$ cat config.mk
export PLATFORM = sky130hd
export DESIGN_NAME = line_buffer_window
export DESIGN_NICKNAME = d
export VERILOG_FILES = /design/src/rtl/line_buffer_window.sv
export SDC_FILE = /design/constraint.sdc
export NUM_CORES = 2
export LEC_CHECK = 0
export ABC_CLOCK_PERIOD_IN_PS = 5900
export BUFFER_PORTS_ARGS = -buffer_cell sky130_fd_sc_hd__buf_2
export CAP_MARGIN = 20
export CORE_MARGIN = 3
export CORE_UTILIZATION = 39
export CTS_CLUSTER_DIAMETER = 80
export CTS_CLUSTER_SIZE = 40
export DETAILED_ROUTE_END_ITERATION = 8
export PLACE_DENSITY_LB_ADDON = 0.05
export SLEW_MARGIN = 20
export SYNTH_ARGS = -nofsm -noshare
export SYNTH_HDL_FRONTEND = slang
export SYNTH_SLANG_ARGS = --single-unit
$ cat constraint.sdc
create_clock -name clk -period 5.9 [get_ports clk]
set_input_delay 0.885 -clock clk [delete_from_list [all_inputs] [get_ports clk]]
set_output_delay 0.885 -clock clk [all_outputs]
set_load 0.02 [all_outputs]
$ cat src/rtl/line_buffer_window.sv
// Line buffer producing a ROWS-tall pixel column per accepted pixel, with row/column
// indices, window-anchor flag at a fixed stride, and an end-of-frame pulse.
module line_buffer_window #(
    parameter int DATA_W = 16,
    parameter int LINE_W = 32,
    parameter int ROWS   = 4,
    parameter int STRIDE = 2,
    parameter int IDX_W  = 8
) (
    input  logic                     clk,
    input  logic                     rst,
    input  logic                     clr,
    input  logic [IDX_W-1:0]         line_len,
    input  logic [IDX_W-1:0]         frame_h,
    input  logic                     in_valid,
    input  logic [DATA_W-1:0]        in_data,
    output logic                     out_valid,
    output logic [ROWS*DATA_W-1:0]   col_data,
    output logic [IDX_W-1:0]         col_idx,
    output logic [IDX_W-1:0]         row_idx,
    output logic                     win_valid,
    output logic                     frame_done
);

    localparam int PTR_W = (LINE_W > 1) ? $clog2(LINE_W) : 1;
    localparam logic [IDX_W-1:0] LEN_MAX     = IDX_W'(LINE_W);
    localparam logic [IDX_W-1:0] ROW_LAST    = IDX_W'(ROWS - 1);
    localparam logic [IDX_W-1:0] STRIDE_MASK = IDX_W'(STRIDE - 1);

    logic [DATA_W-1:0] line_mem [0:ROWS-2][0:LINE_W-1];

    logic [IDX_W-1:0]       col_q, col_d, row_q, row_d;
    logic [IDX_W-1:0]       len_q, len_d, h_q, h_d;
    logic                   idle_q, idle_d;
    logic                   out_valid_q, out_valid_d;
    logic [ROWS*DATA_W-1:0] col_data_q, col_data_d;
    logic [IDX_W-1:0]       col_idx_q, col_idx_d, row_idx_q, row_idx_d;
    logic                   win_valid_q, win_valid_d;
    logic                   frame_done_q, frame_done_d;

    logic [IDX_W-1:0] len_in, h_in, len_eff, h_eff;
    logic             col_last, row_last, accept;
    logic [PTR_W-1:0] ptr;

    // The write pointer always equals the column counter, so one register serves both.
    assign ptr    = col_q[PTR_W-1:0];
    assign accept = in_valid & ~clr & ~rst;

    always_comb begin
        len_in   = (line_len == '0 || line_len > LEN_MAX) ? LEN_MAX : line_len;
        h_in     = (frame_h == '0) ? '1 : frame_h;
        len_eff  = idle_q ? len_in : len_q;
        h_eff    = idle_q ? h_in : h_q;
        col_last = (col_q == len_eff - IDX_W'(1));
        row_last = (row_q == h_eff - IDX_W'(1));

        col_d        = col_q;
        row_d        = row_q;
        len_d        = len_q;
        h_d          = h_q;
        idle_d       = idle_q;
        out_valid_d  = 1'b0;
        col_data_d   = col_data_q;
        col_idx_d    = col_idx_q;
        row_idx_d    = row_idx_q;
        win_valid_d  = 1'b0;
        frame_done_d = 1'b0;

        if (accept) begin
            len_d       = len_eff;
            h_d         = h_eff;
            idle_d      = 1'b0;
            out_valid_d = 1'b1;
            col_idx_d   = col_q;
            row_idx_d   = row_q;
            col_data_d[DATA_W-1:0] = in_data;
            // Rows not yet filled in this frame read as zero rather than stale RAM.
            for (int r = 1; r < ROWS; r++) begin
                col_data_d[r*DATA_W +: DATA_W] =
                    (row_q >= IDX_W'(r)) ? line_mem[r-1][ptr] : '0;
            end
            win_valid_d = (row_q >= ROW_LAST) && (col_q >= ROW_LAST)
                        && (((row_q - ROW_LAST) & STRIDE_MASK) == '0)
                        && (((col_q - ROW_LAST) & STRIDE_MASK) == '0);
            frame_done_d = col_last & row_last;
            if (col_last) begin
                col_d = '0;
                if (row_last) begin
                    row_d  = '0;
                    idle_d = 1'b1;
                end else begin
                    row_d = row_q + IDX_W'(1);
                end
            end else begin
                col_d = col_q + IDX_W'(1);
            end
        end
    end

    always_ff @(posedge clk) begin
        if (rst || clr) begin
            col_q        <= '0;
            row_q        <= '0;
            len_q        <= LEN_MAX;
            h_q          <= '1;
            idle_q       <= 1'b1;
            out_valid_q  <= 1'b0;
            col_data_q   <= '0;
            col_idx_q    <= '0;
            row_idx_q    <= '0;
            win_valid_q  <= 1'b0;
            frame_done_q <= 1'b0;
        end else begin
            col_q        <= col_d;
            row_q        <= row_d;
            len_q        <= len_d;
            h_q          <= h_d;
            idle_q       <= idle_d;
            out_valid_q  <= out_valid_d;
            col_data_q   <= col_data_d;
            col_idx_q    <= col_idx_d;
            row_idx_q    <= row_idx_d;
            win_valid_q  <= win_valid_d;
            frame_done_q <= frame_done_d;
        end
    end

    // Delay-line RAM has no reset; the fill mask hides whatever it holds.
    always_ff @(posedge clk) begin
        if (accept) begin
            line_mem[0][ptr] <= in_data;
            for (int r = 1; r < ROWS - 1; r++) begin
                line_mem[r][ptr] <= line_mem[r-1][ptr];
            end
        end
    end

    assign out_valid  = out_valid_q;
    assign col_data   = col_data_q;
    assign col_idx    = col_idx_q;
    assign row_idx    = row_idx_q;
    assign win_valid  = win_valid_q;
    assign frame_done = frame_done_q;

endmodule

==> flow_metrics.env <==
export IMPL_status="finished clean"
export IMPL_grt_ovfl_total=0
export IMPL_ant_nets=0
export IMPL_dp_hpwl_mm=95.8
export IMPL_ys_seq_area_share_pct=77.9
export IMPL_synth_distinct_cells=64
export IMPL_finalNonFillerCells=5165
export IMPL_reg2reg_to="idle_q$_SDFFE_PP1P_"
export IMPL_synth_flop_cell="edfxtp_1"
export IMPL_rsz0062_at_grt="no"
export IMPL_die_width_um=405
export IMPL_ys_ff_latch=1652
export IMPL_wl_per_cell_um=34.0
export IMPL_ys_warnings_count=0
export IMPL_setup_violations=0
export IMPL_synth_area_mm2=0.0622
export IMPL_dp_cells=4998
export IMPL_path_cells="buf_4, nor4b_2, a22oi_1, ha_1, xnor2_1, xnor2_1, nand3_1, or4_4, or4_4, o21ai_4, o21bai_1"
export IMPL_layout_common_cells="edfxtp_1 (1536), mux4_2 (384), a22oi_1 (134)"
export IMPL_cts_hold_buf=0
export IMPL_antenna_found_initial=2
export IMPL_rr_startpoint="idle_q$_SDFFE_PP1P_"
export IMPL_vias_per_cell=5.86
export IMPL_drt_pass1_iterations=6
export IMPL_drt_iter0_markers=2764
export IMPL_vias=30258
export IMPL_critPathArrivalTime_ps=4830
export IMPL_required_ps=6550
export IMPL_start_util_pct=39.5
export IMPL_holdPathEnd="col_data[58]$_SDFFE_PP0P_"
export IMPL_clock_sinks=1652
export IMPL_hp_start="col_data[58]$_SDFFE_PP0P_"
export IMPL_hp_class="flip-flop to flip-flop"
export IMPL_cts_root_buf="clkbuf_16"
export IMPL_hold_depth=2
export IMPL_io_pins=119
export IMPL_clkSlewWorstSetupHoldPaths_ps=100
export IMPL_syn_nets=2908
export IMPL_die_y_um=405
export IMPL_synth_avg_cell_area_um2=21.7
export IMPL_wl_met1_mm=79.4
export IMPL_grt_usage_pct=21.5
export IMPL_wirelength_mm=176
export IMPL_rows=145
export IMPL_clockBufferDepth=3
export IMPL_fin_crit_sh_pct=70.9
export IMPL_cts_tree="yes"
export IMPL_syn2layout_area_growth_pct=11.9
export IMPL_die_area_mm2=0.164
export IMPL_slew_viol_final=0
export IMPL_finClkSkew_ps=38.6
export IMPL_ff2ff_path_depth=11
export IMPL_max_stage_delay_ps=800
export IMPL_post_cts_setup_buffer_count=0
export IMPL_grt_max_degree=127
export IMPL_worst_r2r_setup_slack_ps=1720
export IMPL_regArea_mm2=0.0485
export IMPL_start_kind="flip-flop"
export IMPL_remaining_drc_errors=0
export IMPL_worstMarginPinSlew_ps=941
export IMPL_path_buf_inv=1
export IMPL_slowest_stage="dfxtp_1"
export IMPL_fmax_mhz=239
export IMPL_p_leak_nw=20.9
export IMPL_slew_headroom_pct=37.3
export IMPL_wl_met2_mm=85.4
export IMPL_async_flop_share_pct=0
export IMPL_finalHoldViolCount=0
export IMPL_cp_top_family="simple AND/OR/NAND/NOR gates"
export IMPL_final_common_cell="edfxtp_1"
export IMPL_first_global_vias=31204
export IMPL_grt_pass1_wl_mm=249
export IMPL_synthCells=2862
export IMPL_clk_latency_ps=740
export IMPL_endpoint_kind="flip-flop"
export IMPL_ctsResizeCount=0
export IMPL_place_gp_congestion=0.783
export IMPL_htree_num_levels=3
export IMPL_maxUsedRoutingLayer="met4"
export IMPL_fillers=13280
export IMPL_nets=3077
export IMPL_synth_edf_count=1536
export IMPL_path_max_fanout=23
export IMPL_coreArea_mm2=0.157
export IMPL_critPathKind="flip-flop to flip-flop"
export IMPL_drive_gt1_share_pct=27.4
export IMPL_multi_input_area_mm2=0.0133
export IMPL_met3_length_mm=8.33
export IMPL_cts_made_buffers=89
export IMPL_placement_io_buffers=118
export IMPL_maxCapViolCount=0
export IMPL_ir_drop_mv=0.229
export IMPL_fin_util_pct=44.2
export IMPL_fin_tns_setup_ps=0
export IMPL_power_density_mw_per_mm2=303
export IMPL_finalCriticalPeriod_ps=4180
==> worst register-to-register path, cell delays in order, from the launching register on <==
cell	delay (ps)
dfxtp_1	800
buf_4	340
nor4b_2	500
a22oi_1	200
ha_1	310
xnor2_1	190
xnor2_1	140
nand3_1	90
or4_4	590
or4_4	550
o21ai_4	270
o21bai_1	140
==> logic make-up (layout without fill, tap and decap cells) <==
family / count (synthesis) / after routing / share of synthesized area (%)
compound gates: 301 / 301 / 3.64
xor+xnor: 30 / 30 / 0.423
fa+ha+maj: 10 / 10 / 0.201
buf+inv: 175 / 419 / 1.10
flops: 1652 / 1652 / 77.9
mux: 421 / 421 / 14.5
other cells: 0 / 1 / 0
simple gates: 273 / 273 / 2.22
==> flip-flops by register name, indices dropped and copies added, names as in the netlist <==
register / cells
h_q: 8
col_idx: 8
out_valid: 1
frame_done: 1
col_data: 64
win_valid: 1
line_mem: 1536
row_idx: 8
row_q: 8
idle_q: 1
col_q: 8
len_q: 8
==> routing by layer <==
layer | vias to the layer above | global-route usage [%]
met5 | - | 0
met2 | 840 | 34.9
met1 | 16821 | 31.9
met3 | 124 | 2.32
li1 | 12473 | -
met4 | 0 | 3.87
==> cells in the mapped netlist, drive strengths merged, types with 9 or more instances <==
| master | count | area, um^2 |
|---|---|---|
| a22o | 33 | 289 |
| a22oi | 134 | 1010 |
| a31oi | 10 | 62.6 |
| buf | 69 | 275 |
| clkbuf | 93 | 359 |
| dfxtp | 116 | 2320 |
| edfxtp | 1536 | 46100 |
| ha | 10 | 125 |
| inv | 13 | 48.8 |
| mux2i | 33 | 330 |
| mux4 | 384 | 8650 |
| nand2 | 40 | 150 |
| nand3 | 10 | 50.1 |
| nand4 | 40 | 250 |
| nor2 | 107 | 402 |
| nor3 | 14 | 70.1 |
| nor4 | 11 | 68.8 |
| o21ai | 12 | 71.3 |
| o221ai | 15 | 131 |
| o22ai | 51 | 319 |
| o41ai | 16 | 140 |
| xnor2 | 21 | 184 |
| xor2 | 9 | 78.8 |
==> cell type report <==
type,instances,share of cell area [%]
sequential,1652,69.6
multi-input combinational,1035,19.2
antenna,1,0.00360
timing repair buffer,240,2.66
inverter,13,0.0737
clock inverter,73,1.48
clock buffer,93,3.27
tap,2058,3.70
==> worst max path at each step <==
stage	cells after the start	end	from	slack (ps)
2_1_floorplan	6	line_mem[0][0]$_DFFE_PP_	clr	1390
4_1_cts	11	idle_q$_SDFFE_PP1P_	idle_q$_SDFFE_PP1P_	1780
5_1_grt	11	row_q[2]$_SDFFE_PP0P_	idle_q$_SDFFE_PP1P_	1480
3_3_place_gp	8	line_mem[0][446]$_DFFE_PP_	clr	1300
6_report	11	idle_q$_SDFFE_PP1P_	idle_q$_SDFFE_PP1P_	1720
3_5_place_dp	8	line_mem[0][870]$_DFFE_PP_	clr	1440
==> power by group <==
| part | internal, mW | switching, mW |
|---|---|---|
| Sequential | 12.8 | 0.0180 |
| Clock | 3.23 | 4.37 |
| Combinational | 0.234 | 0.434 |
==> through the flow <==
| step | total power [mW] | hold WS [ps] | instance area, um^2 | setup slack (ps) |
|---|---|---|---|---|
| 3_3_place_gp | 13.7 | 451 | 66200 | 1300 |
| 6_report | 21.1 | 483 | 69600 | 1720 |
| 3_5_place_dp | 13.8 | 453 | 66300 | 1440 |
| 4_1_cts | 21.3 | 444 | 69600 | 1780 |
| 2_1_floorplan | 13.5 | 460 | 62200 | 1390 |
| 5_1_grt | 21.8 | 492 | 69600 | 1480 |
Power figures use the tool's default switching activity.
